==> src/rtl/cmd_saver_if.sv <==
// Byte-stream handshake carrying the /CMD file from cmd_saver to the upload path.
interface cmd_saver_if;
    logic       out_valid;
    logic [7:0] out_data;
    logic       out_last;
    logic       out_ready;

    modport master (output out_valid, output out_data, output out_last, input out_ready);
    modport slave  (input out_valid, input out_data, input out_last, output out_ready);
endinterface

==> src/rtl/cmd_saver.sv <==
// Serialises a RAM range into a TRS-80 /CMD stream (data blocks + exec block).
// Define CMD_SAVER_HEADER_EN to prefix the file with a type-05 name block.
//
// state      | meaning
// IDLE       | waiting for start
// HDR_TYPE   | header block type byte 05
// HDR_LEN    | header length byte 06
// HDR_NAME   | six name bytes, MSB first
// BLK_TYPE   | data block type 01, block size chosen here
// BLK_LEN    | data block length byte (n+2)
// BLK_LSB    | block load address LSB
// BLK_MSB    | block load address MSB
// RD_REQ     | RAM read strobe
// RD_WAIT    | RAM data captured
// DATA       | data byte presented
// EXE_TYPE   | exec block type 02
// EXE_LEN    | exec length byte 02
// EXE_LSB    | entry point LSB
// EXE_MSB    | entry point MSB, last byte of file
// DONE       | one-cycle completion pulse
module cmd_saver #(
    parameter int          ADDR = 16,
    parameter logic [47:0] NAME = 48'h4D4953544552
) (
    input  logic            clock,
    input  logic            reset,
    input  logic            start,
    input  logic            abort,
    input  logic [ADDR-1:0] start_addr,
    input  logic [ADDR-1:0] end_addr,
    input  logic [ADDR-1:0] exec_addr,
    output logic            mem_rd,
    output logic [ADDR-1:0] mem_addr,
    input  logic [7:0]      mem_data,
    cmd_saver_if.master     out_if,
    output logic            busy,
    output logic            done,
    output logic [23:0]     byte_count
);

    localparam logic [3:0] S_IDLE     = 4'd0;
`ifdef CMD_SAVER_HEADER_EN
    localparam logic [3:0] S_HDR_TYPE = 4'd1;
    localparam logic [3:0] S_HDR_LEN  = 4'd2;
    localparam logic [3:0] S_HDR_NAME = 4'd3;
`endif
    localparam logic [3:0] S_BLK_TYPE = 4'd4;
    localparam logic [3:0] S_BLK_LEN  = 4'd5;
    localparam logic [3:0] S_BLK_LSB  = 4'd6;
    localparam logic [3:0] S_BLK_MSB  = 4'd7;
    localparam logic [3:0] S_RD_REQ   = 4'd8;
    localparam logic [3:0] S_RD_WAIT  = 4'd9;
    localparam logic [3:0] S_DATA     = 4'd10;
    localparam logic [3:0] S_EXE_TYPE = 4'd11;
    localparam logic [3:0] S_EXE_LEN  = 4'd12;
    localparam logic [3:0] S_EXE_LSB  = 4'd13;
    localparam logic [3:0] S_EXE_MSB  = 4'd14;
    localparam logic [3:0] S_DONE     = 4'd15;

    logic [3:0]      state;
    logic [ADDR:0]   remaining;
    logic [8:0]      blk_left;
    logic [7:0]      blk_len;
    logic [ADDR-1:0] rd_addr;
    logic [ADDR-1:0] exec_reg;
    logic [7:0]      data_reg;
    logic [23:0]     cnt;

    logic [ADDR:0]   range_n;
    logic [8:0]      next_blk_n;
    logic [3:0]      first_state;
    logic            xfer;

`ifdef CMD_SAVER_HEADER_EN
    logic [47:0]     name_sr;
    logic [2:0]      name_cnt;
`else
    logic            unused_name;
    assign unused_name = ^NAME;
`endif

    assign range_n = (end_addr >= start_addr)
                   ? ({1'b0, end_addr} - {1'b0, start_addr} + 17'd1) : 17'd0;

    // A 255-byte tail would need length byte 01, which collides with nothing but
    // is avoided by splitting it into 254 + 1.
    assign next_blk_n = (remaining >= 17'd256) ? 9'd256 :
                        (remaining == 17'd255) ? 9'd254 : remaining[8:0];

`ifdef CMD_SAVER_HEADER_EN
    assign first_state = S_HDR_TYPE;
`else
    assign first_state = (range_n == 17'd0) ? S_EXE_TYPE : S_BLK_TYPE;
`endif

    assign xfer = out_if.out_valid & out_if.out_ready;

    always_ff @(posedge clock or posedge reset) begin
        if (reset) begin
            state     <= S_IDLE;
            remaining <= '0;
            blk_left  <= '0;
            blk_len   <= '0;
            rd_addr   <= '0;
            exec_reg  <= '0;
            data_reg  <= '0;
            cnt       <= '0;
`ifdef CMD_SAVER_HEADER_EN
            name_sr   <= '0;
            name_cnt  <= '0;
`endif
        end else if (abort) begin
            state <= S_IDLE;
        end else begin
            if (xfer)
                cnt <= cnt + 24'd1;
            case (state)
                S_IDLE: begin
                    if (start) begin
                        remaining <= range_n;
                        rd_addr   <= start_addr;
                        exec_reg  <= exec_addr;
                        cnt       <= '0;
`ifdef CMD_SAVER_HEADER_EN
                        name_sr   <= NAME;
                        name_cnt  <= '0;
`endif
                        state     <= first_state;
                    end
                end
`ifdef CMD_SAVER_HEADER_EN
                S_HDR_TYPE: if (xfer) state <= S_HDR_LEN;
                S_HDR_LEN:  if (xfer) state <= S_HDR_NAME;
                S_HDR_NAME: begin
                    if (xfer) begin
                        name_sr  <= {name_sr[39:0], 8'h00};
                        name_cnt <= name_cnt + 3'd1;
                        if (name_cnt == 3'd5)
                            state <= (remaining == 17'd0) ? S_EXE_TYPE : S_BLK_TYPE;
                    end
                end
`endif
                S_BLK_TYPE: begin
                    if (xfer) begin
                        blk_left <= next_blk_n;
                        blk_len  <= next_blk_n[7:0] + 8'd2;
                        state    <= S_BLK_LEN;
                    end
                end
                S_BLK_LEN:  if (xfer) state <= S_BLK_LSB;
                S_BLK_LSB:  if (xfer) state <= S_BLK_MSB;
                S_BLK_MSB:  if (xfer) state <= S_RD_REQ;
                S_RD_REQ:   state <= S_RD_WAIT;
                S_RD_WAIT: begin
                    data_reg <= mem_data;
                    state    <= S_DATA;
                end
                S_DATA: begin
                    if (xfer) begin
                        rd_addr   <= rd_addr + 16'd1;
                        remaining <= remaining - 17'd1;
                        blk_left  <= blk_left - 9'd1;
                        if (blk_left != 9'd1)
                            state <= S_RD_REQ;
                        else if (remaining == 17'd1)
                            state <= S_EXE_TYPE;
                        else
                            state <= S_BLK_TYPE;
                    end
                end
                S_EXE_TYPE: if (xfer) state <= S_EXE_LEN;
                S_EXE_LEN:  if (xfer) state <= S_EXE_LSB;
                S_EXE_LSB:  if (xfer) state <= S_EXE_MSB;
                S_EXE_MSB:  if (xfer) state <= S_DONE;
                S_DONE:     state <= S_IDLE;
                default:    state <= S_IDLE;
            endcase
        end
    end

    // rd_addr sits at the block's first byte while the block header is sent.
    always_comb begin
        out_if.out_valid = 1'b0;
        out_if.out_data  = 8'h00;
        out_if.out_last  = 1'b0;
        case (state)
`ifdef CMD_SAVER_HEADER_EN
            S_HDR_TYPE: begin out_if.out_valid = 1'b1; out_if.out_data = 8'h05; end
            S_HDR_LEN:  begin out_if.out_valid = 1'b1; out_if.out_data = 8'h06; end
            S_HDR_NAME: begin out_if.out_valid = 1'b1; out_if.out_data = name_sr[47:40]; end
`endif
            S_BLK_TYPE: begin out_if.out_valid = 1'b1; out_if.out_data = 8'h01; end
            S_BLK_LEN:  begin out_if.out_valid = 1'b1; out_if.out_data = blk_len; end
            S_BLK_LSB:  begin out_if.out_valid = 1'b1; out_if.out_data = rd_addr[7:0]; end
            S_BLK_MSB:  begin out_if.out_valid = 1'b1; out_if.out_data = rd_addr[15:8]; end
            S_DATA:     begin out_if.out_valid = 1'b1; out_if.out_data = data_reg; end
            S_EXE_TYPE: begin out_if.out_valid = 1'b1; out_if.out_data = 8'h02; end
            S_EXE_LEN:  begin out_if.out_valid = 1'b1; out_if.out_data = 8'h02; end
            S_EXE_LSB:  begin out_if.out_valid = 1'b1; out_if.out_data = exec_reg[7:0]; end
            S_EXE_MSB: begin
                out_if.out_valid = 1'b1;
                out_if.out_data  = exec_reg[15:8];
                out_if.out_last  = 1'b1;
            end
            default: ;
        endcase
    end

    assign mem_rd     = (state == S_RD_REQ);
    assign mem_addr   = rd_addr;
    assign busy       = (state != S_IDLE) && (state != S_DONE);
    assign done       = (state == S_DONE);
    assign byte_count = cnt;

endmodule
==> src/flat_wrapper.sv <==
// flat-port wrapper written by rule: the top's interface ports become plain ports
module cmd_saver_flat 
#(
    parameter int          ADDR = 16,
    parameter logic [47:0] NAME = 48'h4D4953544552
)
  (clock, reset, start, abort, start_addr, end_addr, exec_addr, mem_rd, mem_addr, mem_data, busy, done, byte_count, out_if_out_valid, out_if_out_data, out_if_out_last, out_if_out_ready);
  cmd_saver_if out_if_i ();
  input  logic clock;
  input  logic reset;
  input  logic start;
  input  logic abort;
  input  logic [ADDR-1:0] start_addr;
  input  logic [ADDR-1:0] end_addr;
  input  logic [ADDR-1:0] exec_addr;
  output logic mem_rd;
  output logic [ADDR-1:0] mem_addr;
  input  logic [7:0] mem_data;
  output logic busy;
  output logic done;
  output logic [23:0] byte_count;
  output wire logic [$bits(out_if_i.out_valid)-1:0] out_if_out_valid;
  output wire logic [$bits(out_if_i.out_data)-1:0] out_if_out_data;
  output wire logic [$bits(out_if_i.out_last)-1:0] out_if_out_last;
  input wire logic [$bits(out_if_i.out_ready)-1:0] out_if_out_ready;
  assign out_if_out_valid = out_if_i.out_valid;
  assign out_if_out_data = out_if_i.out_data;
  assign out_if_out_last = out_if_i.out_last;
  assign out_if_i.out_ready = out_if_out_ready;
  cmd_saver #(.ADDR(ADDR), .NAME(NAME)) u_core (.clock(clock), .reset(reset), .start(start), .abort(abort), .start_addr(start_addr), .end_addr(end_addr), .exec_addr(exec_addr), .mem_rd(mem_rd), .mem_addr(mem_addr), .mem_data(mem_data), .out_if(out_if_i), .busy(busy), .done(done), .byte_count(byte_count));
endmodule
==> config.mk <==
export PLATFORM = sky130hd
export DESIGN_NAME = cmd_saver_flat
export DESIGN_NICKNAME = d
export VERILOG_FILES = /design/src/rtl/cmd_saver_if.sv /design/src/rtl/cmd_saver.sv /design/src/flat_wrapper.sv
export SDC_FILE = /design/constraint.sdc
export NUM_CORES = 1
export LEC_CHECK = 0
export ABC_AREA = 1
export BUFFER_PORTS_ARGS = -buffer_cell sky130_fd_sc_hd__buf_2
export CORE_MARGIN = 2
export CORE_UTILIZATION = 40
export CTS_CLUSTER_DIAMETER = 100
export DETAILED_ROUTE_END_ITERATION = 16
export PLACE_DENSITY = 0.67
export SYNTH_ARGS = -nofsm -noshare
export SYNTH_HDL_FRONTEND = slang
export SYNTH_SLANG_ARGS = --single-unit
==> constraint.sdc <==
create_clock -name clock -period 7.6 [get_ports clock]
set_clock_uncertainty 0.1 [all_clocks]
set_input_delay 0.76 -clock clock [delete_from_list [all_inputs] [get_ports clock]]
set_output_delay 0.76 -clock clock [all_outputs]
set_load 0.01 [all_outputs]
[After elaboration in Yosys (flattened, before gate mapping)]
Cells that the tools add are included.
Word-level totals
  register bits after elaboration: 102
  output and inout bits: 53
  word-level logic and storage cells: 95
Operators by class
  $add $sub $neg: 7
  magnitude comparators: 2
  eq/ne operators: 29
  muxes and demuxes: 33
  bitwise logic cells: 2
  reduce and logical (&&, ||, !) cells: 14
Operators with widths (count)
  2-to-1 mux 24 bit: 3
  case mux 8 bit (8 select lines): 1
  2-to-1 mux 4 bit: 14
  2-to-1 mux 17 bit: 3
  case mux 4 bit (12 select lines): 1
  2-to-1 mux 9 bit: 4
  case mux 17 bit (2 select lines): 1
  == test 4 bit, second input constant: 8
  2-to-1 mux 16 bit: 2
  case mux 16 bit (2 select lines): 1
  inequality test 3 x 2 -> 1 bit, second input constant: 9
  adder 24 x 1 -> 24 bit, second input constant: 1
  case mux 9 bit (2 select lines): 1
  adder 17 x 1 -> 17 bit, second input constant: 1
  == test 17 x 1 -> 1 bit, second input constant: 1
  == test 17 x 8 -> 1 bit, second input constant: 1
  greater-or-equal comparator 17 x 9 -> 1 bit, second input constant: 1
  logical NOT 17 bit: 1
  subtractor 16 x 16 -> 17 bit: 1
  subtractor 17 x 1 -> 17 bit, second input constant: 1
  adder 16 x 1 -> 16 bit, second input constant: 1
  == test 4 x 3 -> 1 bit, second input constant: 4
  greater-or-equal comparator 16 bit: 1
  AND reduction 10 bit: 1
  other kinds (19): 24

[Logic depth before layout (Yosys ltp)]
Gate-level depths: netlist of the first run.
  depth in word-level cells: 8
  depth in mapped cells: 20
  depth with buffers taken out: 20

[Least setup slack after synthesis of the first run]
No wires, ideal clock.
  kind: input to register
  start: in start_addr[1]
  end: reg u_core.state[2]
  setup time: 117 ps
  arrival: 2655 ps
  required time: 7383 ps
  slack: 4729 ps
  stages on the path: 19
  cell sequence: inv_1 > ha_1 > inv_1 > ha_1 > fa_1 > nand3b_1 > nand2_1 > nand2_1 > nand3_1 > nand2_1 > inv_1 > o21ai_0 > nand2_1 > nor2_1 > nand3_1 > nand2_1 > nand2_1 > nand2_1 > nand2_1
On the way
  longest elaborated chain between the ends: 8
  elaborated cells on any way between the ends: 9
  those cells by class: 2 x add/sub; 1 x order compare; 5 x mux; 1 x reduce/logical
RTL lines
  start: declaration: line flat_wrapper.sv:13  | input logic [ADDR-1:0] start_addr;
  subtractor 16 x 16 -> 17 bit: line cmd_saver.sv:83  | ? ({1'b0, end_addr} - {1'b0, start_addr} + 17'd1) : 17'd0;
  adder 17 x 1 -> 17 bit: line cmd_saver.sv:83
  2-to-1 mux 17 bit *: line cmd_saver.sv:83
  logical NOT 17 bit *: line cmd_saver.sv:93  | assign first_state = (range_n == 17'd0) ? S_EXE_TYPE : S_BLK_TYPE;
  2-to-1 mux 4 bit *: line cmd_saver.sv:93
  2-to-1 mux 4 bit *: line cmd_saver.sv:119  | if (start) begin
  case mux 4 bit (12 select lines) *: line cmd_saver.sv:117  | case (state)
  2-to-1 mux 4 bit *: line cmd_saver.sv:112  | end else if (abort) begin
  end signal: assignment: line cmd_saver.sv:128  | state <= first_state;
  end: declaration: line cmd_saver.sv:60  | logic [3:0] state;
Every way passes the cells marked *; elsewhere a longest branch is shown, timed or not. The select of a mux whose other input is x is not followed.
A chain may end at the register's enable or synchronous reset.

[Worst setup path after layout of the first run]
  start: reg u_core.state[2]
  end: out out_if_out_data[5]
On the way
  longest elaborated chain between the ends: 3
  elaborated cells on any way between the ends: 11
  those cells by class: 9 x eq/ne; 1 x mux; 1 x reduce/logical
RTL lines
  == test 4 bit: line cmd_saver.sv:186  | case (state)
  OR reduction 2 bit (no line)
  case mux 8 bit (8 select lines) *: line cmd_saver.sv:186
  end: declaration: line flat_wrapper.sv:23  | output wire logic [$bits(out_if_i.out_data)-1:0] out_if_out_data;
Every way passes the cells marked *; elsewhere a longest branch is shown, timed or not.

==> impl_results.md, run 1 <==
* Outcome: finished, final reports clean
* Post-synthesis mux area share at 1.19%
* First-pass GRT wire length at roughly 34 mm
* Nets at approximately 1300
* R2r startpoint: u_core.state[0]
* Residual DRC at 0
* Seq cells post-synth at about 100
* 1st-iter DRT viols at between 500 and 600
* EDFF count, synth at 0
* Clock network power share at between 20% and 30%
* Max FFs per register at 24
* Share of cells above drive strength 1 at 14.8%
* Simple logic cell fraction of the synthesized area at between 20% and 30%
* Ys async rst share at between 90% and 100%
* Sequential area share after synthesis at approximately a third
* Synth Warn # at 0
* H-tree levels at 3
* Final Util at a little under half
* Clk sinks at approximately 100
* CTS tree: built
* Clock-pin slew on the worst setup and hold paths at approximately 0.07 ns
* Final Max Tran Viols at 0
* Main area contributors after synthesis: dfrtp_1 (34%), nand2_1 (13%), inv_1 (7.8%), ha_1 (6.8%), nor2_1 (5.1%)
* Clk Latency, worst-skew pair at around 0.36 ns
* Iteration count of the initial detailed-routing pass at 5
* Pwr/cell area at 259 mW/mm²
* Adder-cell share of the synthesized area at under 10%
* Critical path type: reg2out
* Compound-gate portion of the synthesized area at between 10% and 20%
* Synth top area share at 33.6%
* Post-Syn Area at 0.00759 mm²
* Largest net degree at the start of global routing at 65
* Top cell type by total area after synthesis: dfrtp_1
* Unrepaired setup endpoints after global routing: no
* Internal Power at about 0.0013 W
* Deepest clock path buffer count at 2
* CP endpoint kind: primary output
* Net Sw Power at around 0.00096 W
* Design Power at ~0.0022 W
* GR Overflow Total at 0
* # setup viols final at 0
* GRT Overall Usage at about a fifth
* CP Data Arrival Time at 3.38 ns
* Post-route antenna net violation count at 0
* FF-to-FF End: u_core.mem_addr[13]
* DIE WIDTH at ~140 µm
* Sequential share of power at slightly below 40%
* Pre-CTS WS at 3.62 ns
* Root buf cell: clkbuf_16
* Die Span Y at roughly 140 µm
* Total Neg Setup Slack at 0 ns
* Worst slew pin tran at ~0.95 ns
* Placed Cells at between 1000 and 1500
* Worst-path fanout max at 49
* Setup Fix Bufs, Post-CTS at 0
* TritonCTS buffer count at 9
* Lkg Pwr at around 4.5 nW
* Commonest non-fill, non-tap cell in the layout: nand2_1
* Sw frac at a little over two fifths
* Main combinational cell family by area after synthesis: simple AND/OR/NAND/NOR gates
* Fmax at roughly 0.24 GHz
* Synth cell types at 54
* Row cnt at 50
* R2R setup slack at roughly 3.6 ns
* Worst relative slew slack at 36.8%
* # fillers at 1863
* Area occupied by multi-input gates at 0.00428 mm²
* Syn avg cell area at 7.07 µm²
* Worst Reg2Reg Path Length in Cells at 11
* Final hold violations at 0
* Area Growth Syn to Fin at 14.2%
* Total number of vias at about 7300
* WL/cell at around 15 µm
* Commonest non-fill, non-tap cells in the layout: nand2_1 (267), inv_1 (157), buf_2 (113)
* Final Wtd Congestion at between 0.8 and 0.9
* Setup crit start: u_core.state[2]
* Core area at approximately 0.019 mm²
* Antenna diode count at 0
* Vias in the first global route at 6724
* Final worst-path cycle share at about 56%
* Synth Net Count at between 1000 and 1500
* Worst VDD drop at 0.116 mV
* Req. time, crit path at a little under 7 ns
* Post-DP HPWL at roughly 16 mm
* Cells after Synth at ~1100
* Register Area at approximately 0.0026 mm²
* Worst hold path class: in2async
* Vias per cell at 5.14
* Xor and xnor area share after synthesis at roughly 2.7%
* Final non-filler cell total at 1413
* Post_cts resized at 0
* Startpoint types: register
* Critical path destination: out_if_out_data[5]
* Die footprint at ~0.020 mm²
* Initial antenna violation count at 0
* Max capacitance violation total at 0
* Ports at 114
* Min Tclk post-route at 4.24 ns
* Port bufs at roughly 110
* Final wirelength at 20.6 mm
* Cts hold-fix bufs at 0
* Combinational share of power at 38.8%
* Final worst setup slack at ~3.4 ns
* Initial Utilization at 40.7%
* Top FF cell, synth: dfrtp_1
==> metal layers <==
layer | vias up | global-route usage (%) | routed length, µm
met5 | - | 0 | 0
met1 | 3344 | 30.7 | 10200
met4 | 0 | 6.05 | 324
li1 | 3707 | - | -
met3 | 26 | 2.63 | 950
met2 | 190 | 31.8 | 9090
==> power by group through the flow <==
stage	logic [W]	registers [W]	clock network (W)
floorplan	0.000614	0.000853	0
global placement	0.000857	0.000890	0
detailed placement	0.000865	0.000887	0
CTS	0.000870	0.000881	0.000493
global route	0.000989	0.000910	0.000518
finish	0.000869	0.000887	0.000484
==> critical path, stage by stage, from the launching register on <==
cell and delay (ns):
dfrtp_1 0.49, inv_1 0.11, nand2_2 0.12, clkinv_1 0.11, nand2_2 0.66, inv_1 0.44, buf_4 0.39, a221oi_1 0.31
o221ai_1 0.19, buf_2 0.18
==> cell type report <==
cell class,instances,area share (%)
timing repair buffer,116,6.79
clock inverter,5,0.650
sequential,102,29.5
tap,234,3.38
clock buffer,11,2.92
multi-input combinational,775,49.4
inverter,170,7.41
==> logic make-up after synthesis <==
family	after synthesis
XOR/XNOR	23
flip-flops	102
adder cells (fa/ha/maj)	49
AO/OA/AOI/OAI	198
multiplexers	8
AND/OR/NAND/NOR	497
buffers and inverters	196
==> worst min path at each step <==
stage                                    from             endpoint  slack, ns
after floorplan            u_core.exec_reg[0]   u_core.exec_reg[0]       0.34
after global placement     u_core.exec_reg[9]   u_core.exec_reg[9]       0.36
after detailed placement  u_core.exec_reg[11]  u_core.exec_reg[11]       0.36
after CTS                               reset  u_core.mem_addr[10]       0.35
after global routing                    reset  u_core.mem_addr[14]       0.39
final                                   reset  u_core.mem_addr[14]       0.34
==> cells in the mapped netlist (2+ instances only) <==
master,number
nand2_1,267
inv_1,158
nor2_1,103
dfrtp_1,102
o21ai_0,71
a21oi_1,64
nand3_1,58
ha_1,41
nor3_1,23
xor2_1,20
nand4_1,14
clkbuf_1,12
inv_2,10
a221oi_1,9
o22ai_1,9
buf_2,8
fa_1,8
mux2_2,8
o211ai_1,8
nand2_2,7
o21ai_1,7
nor2_4,5
a32o_1,4
buf_1,4
nor4_1,4
o2111ai_1,4
o31ai_1,4
nand3b_1,3
o21a_1,3
xnor2_1,3
a211oi_1,2
a31oi_1,2
and3_1,2
buf_4,2
nor3_4,2
nor3b_1,2
o21bai_1,2
or2_2,2
==> through the flow <==
step	hold WS (ns)	instance area (µm²)
floorplan	0.342	7590
global placement	0.355	8360
detailed placement	0.359	8360
CTS	0.351	8670
global route	0.390	8670
finish	0.335	8670
(Power assumes the default switching activity.)
==> run 2, diff against run 1 <==
Settings changed: ABC_AREA 1 to 0, PLACE_DENSITY 0.67 to 0.68.
Clock period 7.6 ns to 4.2 ns, I/O delays scaled along.
==> run 2 against run 1 <==
Power up 96%. Clock power increased by 72%. Utilization increased by 0.53 points. Cell count down 15%. Clock-buffer cell count shrank 1. Sequential power grew 92%. Global-route usage decreased by 0.084 points. Via count down 6.0%. Die area down 3.0%.
==> impl_results.md, run 2 <==
* Outcome: finished, final reports clean
* Post-Syn Area at 0.00736 mm² (-3.1%)
* CTS tree: built
* Row cnt at 49 (-2.0%)
* Largest net degree at the start of global routing at 42 (-35%)
* Final Max Tran Viols at 0 (unchanged)
* GR Overflow Total at 0 (unchanged)
* R2r startpoint: u_core.state[1]
* Top-count cell post-synth: dfrtp_1
* Cells after Synth at 861 (-20%)
* # fillers at 1792 (-3.8%)
* Vias per cell at 5.71 (+11%)
* # setup viols final at 0 (unchanged)
* Port bufs at 113 (unchanged)
* Max FFs per register at 24 (unchanged)
* Root buf cell: clkbuf_16
* Initial Utilization at 40.8% (+0.10 points)
* Die Span Y at 140 µm (-1.5%)
* Deepest clock path buffer count at 2 (unchanged)
* Placed Cells at 1179 (-16%)
* Commonest non-fill, non-tap cell in the layout: buf_2
* Synth Net Count at 971 (-18%)
* Sw frac at 43.4% (+0.77 points)
* Vias in the first global route at 6506 (-3.2%)
* Commonest non-fill, non-tap cells in the layout: buf_2 (113), dfrtp_1 (102), nor2_1 (85)
* Total Neg Setup Slack at 0 ns (unchanged)
* WL/cell at 16.8 µm (+15%)
* Clk sinks at 102 (unchanged)
* DIE WIDTH at 140 µm (-1.5%)
* Syn avg cell area at 8.54 µm² (+21%)
* TritonCTS buffer count at 9 (unchanged)
* Initial antenna violation count at 0 (unchanged)
* Synth Warn # at 0 (unchanged)
* CP endpoint kind: register
* Lkg Pwr at 3.87 nW (-14%)
* CP Data Arrival Time at 3.46 ns (+0.08 ns)
* Unrepaired setup endpoints after global routing: no
* Fmax at slightly above 0.3 GHz
* Top cell type by total area after synthesis: dfrtp_1
* Antenna diode count at 0 (unchanged)
* Cts hold-fix bufs at 0 (unchanged)
* Top Layer Used: met4
* Min Tclk post-route at about 3.3 ns
* Met3 Routed Length at 1.25 mm (+32%)
* Area Growth Syn to Fin at 15.2%
* Seq cells post-synth at 102 (unchanged)
* Ports at 114 (unchanged)
* Final hold violations at 0 (unchanged)
* First-pass GRT wire length at 33.2 mm (-1.1%)
* Worst relative slew slack at 36.4% (-0.33 points)
* H-tree levels at 3 (unchanged)
* GRT Overall Usage at 20.7% (-0.084 points)
* Worst VDD drop at 0.290 mV (+150%)
* Max capacitance violation total at 0 (unchanged)
* Nets at 1071 (-17%)
* Residual DRC at 0 (unchanged)
* Startpoint types: input port
* Final worst-path cycle share at between 70% and 80%
* Share of cells above drive strength 1 at 19.6% (+4.8 points)
* Final non-filler cell total at 1195 (-15%)
* Met2 routed WL at 9.24 mm (+1.7%)
* Die footprint at 0.0195 mm² (-3.0%)
* Pwr/cell area at 519 mW/mm² (+100%)
* Sequential area share after synthesis at 34.7% (+1.1 points)
* R2R setup slack at 1.20 ns (-2.44 ns)
* Critical path type: in2reg
* Worst-path fanout max at 7 (-86%)
* FF-to-FF End: u_core.byte_count[23]
* Post-route antenna net violation count at 0 (unchanged)
* Internal Power at 0.00249 W (+94%)
* Clk Latency, worst-skew pair at 0.36 ns (about the same)
* Main area contributors after synthesis: dfrtp_1 (35%), ha_1 (7.0%), o21ai_0 (5.7%), nor2_1 (4.4%), mux2_2 (4.1%)
* Final Wtd Congestion at 0.893 (+2.5%)
* Req. time, crit path at 4.35 ns (-2.39 ns)
* M1 WL at 9.19 mm (-9.8%)
* Worst hold path class: in2async
* Combinational share of power at 42.5% (+3.7 points)
* Clock-pin slew on the worst setup and hold paths at 0.08 ns (about the same)
* Synth cell types at 80 (+48%)
* Net Sw Power at 0.00191 W (+100%)
* Post_cts resized at 0 (unchanged)
* 1st-iter DRT viols at 539 (-8.5%)
* Worst Reg2Reg Path Length in Cells at 8 (-3)
* Top FF cell, synth: dfrtp_1
* Iteration count of the initial detailed-routing pass at 5 (unchanged)
* Ys async rst share at 100% (unchanged)
* Core area at 0.0180 mm² (-3.3%)
* Final wirelength at 20.0 mm (-2.6%)
* Worst slew pin tran at 0.951 ns (+0.00559 ns)
* Top post-synthesis cells by count: dfrtp_1 (102), nor2_1 (86), o21ai_0 (84), nand2_1 (69), inv_1 (62)
* Sequential share of power at 38.5% (-1.1 points)
* Total number of vias at 6828 (-6.0%)
* Post-DP HPWL at 15.2 mm (-4.9%)
* Synth top area share at 34.7% (+1.1 points)
* Setup Fix Bufs, Post-CTS at 0 (unchanged)
* Clock network power share at 18.9% (-2.7 points)
* EDFF count, synth at 0 (unchanged)
[run 2: cell types whose count changed after synthesis, moves of 9 or more]
| cell | before | now |
|---|---|---|
| inv_2 | 10 | 0 |
| mux2_2 | 8 | 27 |
| a31oi_1 | 2 | 11 |
| nor2_1 | 103 | 86 |
| clkbuf_1 | 12 | 32 |
| a22oi_1 | 1 | 11 |
| nand2_1 | 267 | 69 |
| nand3_1 | 58 | 24 |
| o21ai_0 | 71 | 84 |
| or3_1 | 0 | 11 |
| xnor2_1 | 3 | 16 |
| nor2b_1 | 0 | 12 |
| inv_1 | 158 | 62 |
[run 2: layout make-up]
type | instances | area (µm²) | area share (%)
multi-input cells | 658 | 4430 | 52.3
inverters | 63 | 239 | 2.82
repair buffers | 127 | 671 | 7.91
clock inverters | 6 | 56.3 | 0.664
well taps | 229 | 287 | 3.38
flip-flops and latches | 102 | 2550 | 30.1
clock buffers | 10 | 239 | 2.82
[run 2: how the worst max path moves through the flow]
stage / startpoint / endpoint / slack [ns] / cells after the start
after floorplan: start_addr[2] / u_core.state[0] / 0.97 / 12
after global placement: start_addr[2] / u_core.state[2] / 0.63 / 13
after detailed placement: start_addr[4] / u_core.state[0] / 0.56 / 13
after CTS: start_addr[4] / u_core.state[0] / 0.93 / 13
after global routing: start_addr[4] / u_core.state[0] / 0.61 / 13
final: start_addr[4] / u_core.state[0] / 0.89 / 13
[run 2: power by group through the flow]
stage	combinational, W	sequential, W	clock [W]
after floorplan	0.00136	0.00155	0
after global placement	0.00183	0.00170	0
after detailed placement	0.00186	0.00170	0
after CTS	0.00187	0.00168	0.000857
after global routing	0.00208	0.00174	0.000893
final	0.00187	0.00170	0.000833
[run 2: cells by family after synthesis]
kind of cell	Yosys count	synth area share, %
AND/OR/NAND/NOR	289	19.8
AO/OA/AOI/OAI	251	21.7
flip-flops	102	34.7
buffers and inverters	101	5.27
adder cells (fa/ha/maj)	49	9.15
multiplexers	35	5.22
XOR/XNOR	34	4.15
[run 2: metrics by stage]
step / total power (W) / hold slack [ns] / area [µm²] / setup WS (ns) / util [%]
after floorplan: 0.00291 / 0.338 / 7360 / 0.971 / -
after global placement: 0.00353 / 0.354 / 8180 / 0.630 / 45.4
after detailed placement: 0.00356 / 0.380 / 8180 / 0.557 / 45.4
after CTS: 0.00441 / 0.0402 / 8480 / 0.925 / 47.0
after global routing: 0.00471 / 0.0569 / 8480 / 0.608 / 47.0
final: 0.00440 / 0.00956 / 8480 / 0.885 / 47.0
[run 2: layer usage]
| metal | GRT usage, % | vias to the layer above |
|---|---|---|
| met3 | 4.13 | 27 |
| met5 | 0 | - |
| met4 | 4.68 | 0 |
| met2 | 33.8 | 266 |
| met1 | 28.6 | 3215 |
| li1 | - | 3320 |
[run 2: worst max-delay path, cell delays in order]
cell and delay [ns]:
buf_2 0.11, inv_1 0.05, ha_1 0.16, inv_1 0.06
fa_1 0.48, and2b_1 0.29, a311oi_4 0.16, a2111oi_1 0.46
o211ai_1 0.21, a221oi_1 0.63, nor2_1 0.15, o22a_1 0.19
o31a_1 0.09
==> run 3, diff against run 2 <==
Settings changed: ABC_AREA 0 to 1, PLACE_DENSITY 0.68 to 0.67.
Clock period 4.2 ns to 3.38 ns, I/O delays scaled along.
==> run 3 against run 2 <==
Wire length is 5.8% higher. Utilization is 0.16 points lower. Design area is 3.1% higher. Critical path depth is 3 lower. Sequential power is 17% higher. Flip-flop and latch count stayed put. First-iteration DRC count is 10% higher. Non-clock buffer count is 3 lower. Die area is 3.1% higher. Global-route usage is 1.1 points higher.
==> impl_results.md, run 3 (synthesized netlist as in run 1, its figures left out) <==
* CP endpoint kind: primary output
* R2r startpoint: u_core.state[2]
* Total Neg Setup Slack at 0 ns (unchanged)
* Die footprint at 0.0201 mm² (+3.1%)
* Port bufs at 113 (unchanged)
* Fmax at between 0.3 and 0.4 GHz
* Min Tclk post-route at 3.20 ns
* Initial Utilization at 40.7% (-0.10 points)
* Worst path buffer plus inverter count at 6 (+3)
* Critical path type: reg2out
* TritonCTS buffer count at 9 (unchanged)
* Placed Cells at 1404 (+19%)
* # fillers at 1884 (+5.1%)
* R2R setup slack at 0.54 ns (-0.66 ns)
* CP Data Arrival Time at 2.76 ns (-0.70 ns)
* Area Growth Syn to Fin at 15.1% (about the same)
* Die Span Y at 142 µm (+1.5%)
* Iteration count of the initial detailed-routing pass at 5 (unchanged)
* CP cell instances: inv_1, nand2_2, clkinv_1, nand2_2, buf_4, inv_1, buf_4, a221oi_1, o2111ai_1, buf_2
* Final Max Tran Viols at 0 (unchanged)
* Area occupied by multi-input gates at 0.00428 mm² (-3.4%)
* Share of cells above drive strength 1 at 15.2% (-4.3 points)
* Post-DP HPWL at 16.5 mm (+8.8%)
* FF-to-FF End: u_core.mem_addr[12]
* GR Overflow Total at 0 (unchanged)
* Antenna diode count at 0 (unchanged)
* Design Power at 0.00507 W (+15%)
* Lkg Pwr at 4.55 nW (+18%)
* Ports at 114 (unchanged)
* DIE WIDTH at 142 µm (+1.5%)
* Critical path's slowest cell: dfrtp_1
* Final worst setup slack at 0.183 ns (-0.702 ns)
* Worst slew pin tran at 0.870 ns (-0.0817 ns)
* Final Wtd Congestion at 0.892 (-0.15%)
* Deepest clock path buffer count at 2 (unchanged)
* Clk Latency, worst-skew pair at 0.36 ns (about the same)
* Vias per cell at 5.22 (-8.7%)
* Residual DRC at 0 (unchanged)
* Total number of vias at 7416 (+8.6%)
* Core area at 0.0186 mm² (+3.4%)
* Register Area at 0.00255 mm² (unchanged)
* Clock-pin slew on the worst setup and hold paths at 0.07 ns (about the same)
* GRT Overall Usage at 21.8% (+1.1 points)
* Worst path top cell family by delay: buffers and inverters
* Row cnt at 50 (+2.0%)
* Final non-filler cell total at 1421 (+19%)
* Nets at 1292 (+21%)
* Worst Reg2Reg Path Length in Cells at 13 (+5)
* Max capacitance violation total at 0 (unchanged)
* Largest net degree at the start of global routing at 66 (+57%)
* Worst-path fanout max at 27 (+20)
* Final hold violations at 0 (unchanged)
* CTS tree: built
* Worst relative slew slack at 42.0% (+5.6 points)
* Pwr/cell area at 580 mW/mm² (+12%)
* Max FFs per register at 24 (unchanged)
* Outcome: finished, final reports clean
* Vias in the first global route at 7068 (+8.6%)
* Initial antenna violation count at 0 (unchanged)
* Worst hold path class: in2reg
* Hold_sp: exec_addr[7]
* Worst Hold Path EP: u_core.exec_reg[7]
* Root buf cell: clkbuf_16
* Clk sinks at 102 (unchanged)
* Commonest non-fill, non-tap cell in the layout: nand2_1
* # setup viols final at 0 (unchanged)
* Hold path depth at 3
* First-pass GRT wire length at 35.1 mm (+5.7%)
* Req. time, crit path at 2.94 ns (-1.41 ns)
* Unrepaired setup endpoints after global routing: no
* Slowest stage delay, CP at 0.52 ns (-0.11 ns)
* Startpoint types: register
* Worst VDD drop at 0.325 mV (+12%)
* Pre-CTS WS at 0.347 ns (-0.210 ns)
* Post-route antenna net violation count at 0 (unchanged)
* Final hold slack at 0.0810 ns (+0.0715 ns)
* Post_cts resized at 0 (unchanged)
* H-tree levels at 3 (unchanged)
* WL/cell at 14.9 µm (-11%)
* Final worst-path cycle share at roughly 95%
* 1st-iter DRT viols at 593 (+10%)
* Commonest non-fill, non-tap cells in the layout: nand2_1 (267), inv_1 (157), buf_2 (113)
* Final wirelength at 21.2 mm (+5.8%)
==> run 3: where the power goes <==
| part | internal, W | switching [W] |
|---|---|---|
| Clock | 0.000584 | 0.000505 |
| Combinational | 0.000694 | 0.00130 |
| Sequential | 0.00159 | 0.000400 |
| Total | 0.00287 | 0.00220 |
==> run 3: worst max path at each step <==
| stage | end | slack (ns) | cells past startpoint | start |
|---|---|---|---|---|
| final | out_if_out_data[4] | 0.18 | 10 | u_core.state[2] |
| after global routing | out_if_out_data[2] | 0.08 | 10 | u_core.state[2] |
| after CTS | out_if_out_data[4] | 0.26 | 10 | u_core.state[2] |
| after detailed placement | u_core.state[1] | 0.35 | 17 | start_addr[4] |
| after global placement | u_core.state[3] | 0.40 | 19 | start_addr[6] |
| after floorplan | u_core.blk_left[0] | 0.27 | 1 | reset |
==> run 3: timing repair <==
item                                    4_1_cts  5_1_grt
buffers inserted                              0        0
hold endpoints to repair                     37        0
endpoints found under the setup margin        0        0
hold buffers                                  1        0
==> run 3: tightest hold or removal path: cells and delay by family <==
family                 cells  cell delay [ns]
buffers and inverters      1             0.07
and+or+nand+nor            2             0.09
==> run 3: area by class of cell <==
class	count	share of cell area (%)
multi-input cells	775	49.0
flip-flops and latches	102	29.2
repair buffers	124	7.59
inverters	170	7.35
well taps	234	3.35
clock buffers	9	2.58
clock inverters	7	0.902
==> run 3: metal layers <==
metal  wire (µm)  global-route usage (%)
met1       10200                    30.9
met2        9440                    33.8
met3        1170                    4.49
met4         337                    6.16
met5           0                       0
==> run 3: stage by stage <==
stage	area [µm²]	utilization [%]
finish	8740	46.9
global route	8740	46.9
CTS	8740	46.9
detailed placement	8420	45.2
global placement	8420	45.2
floorplan	7590	-
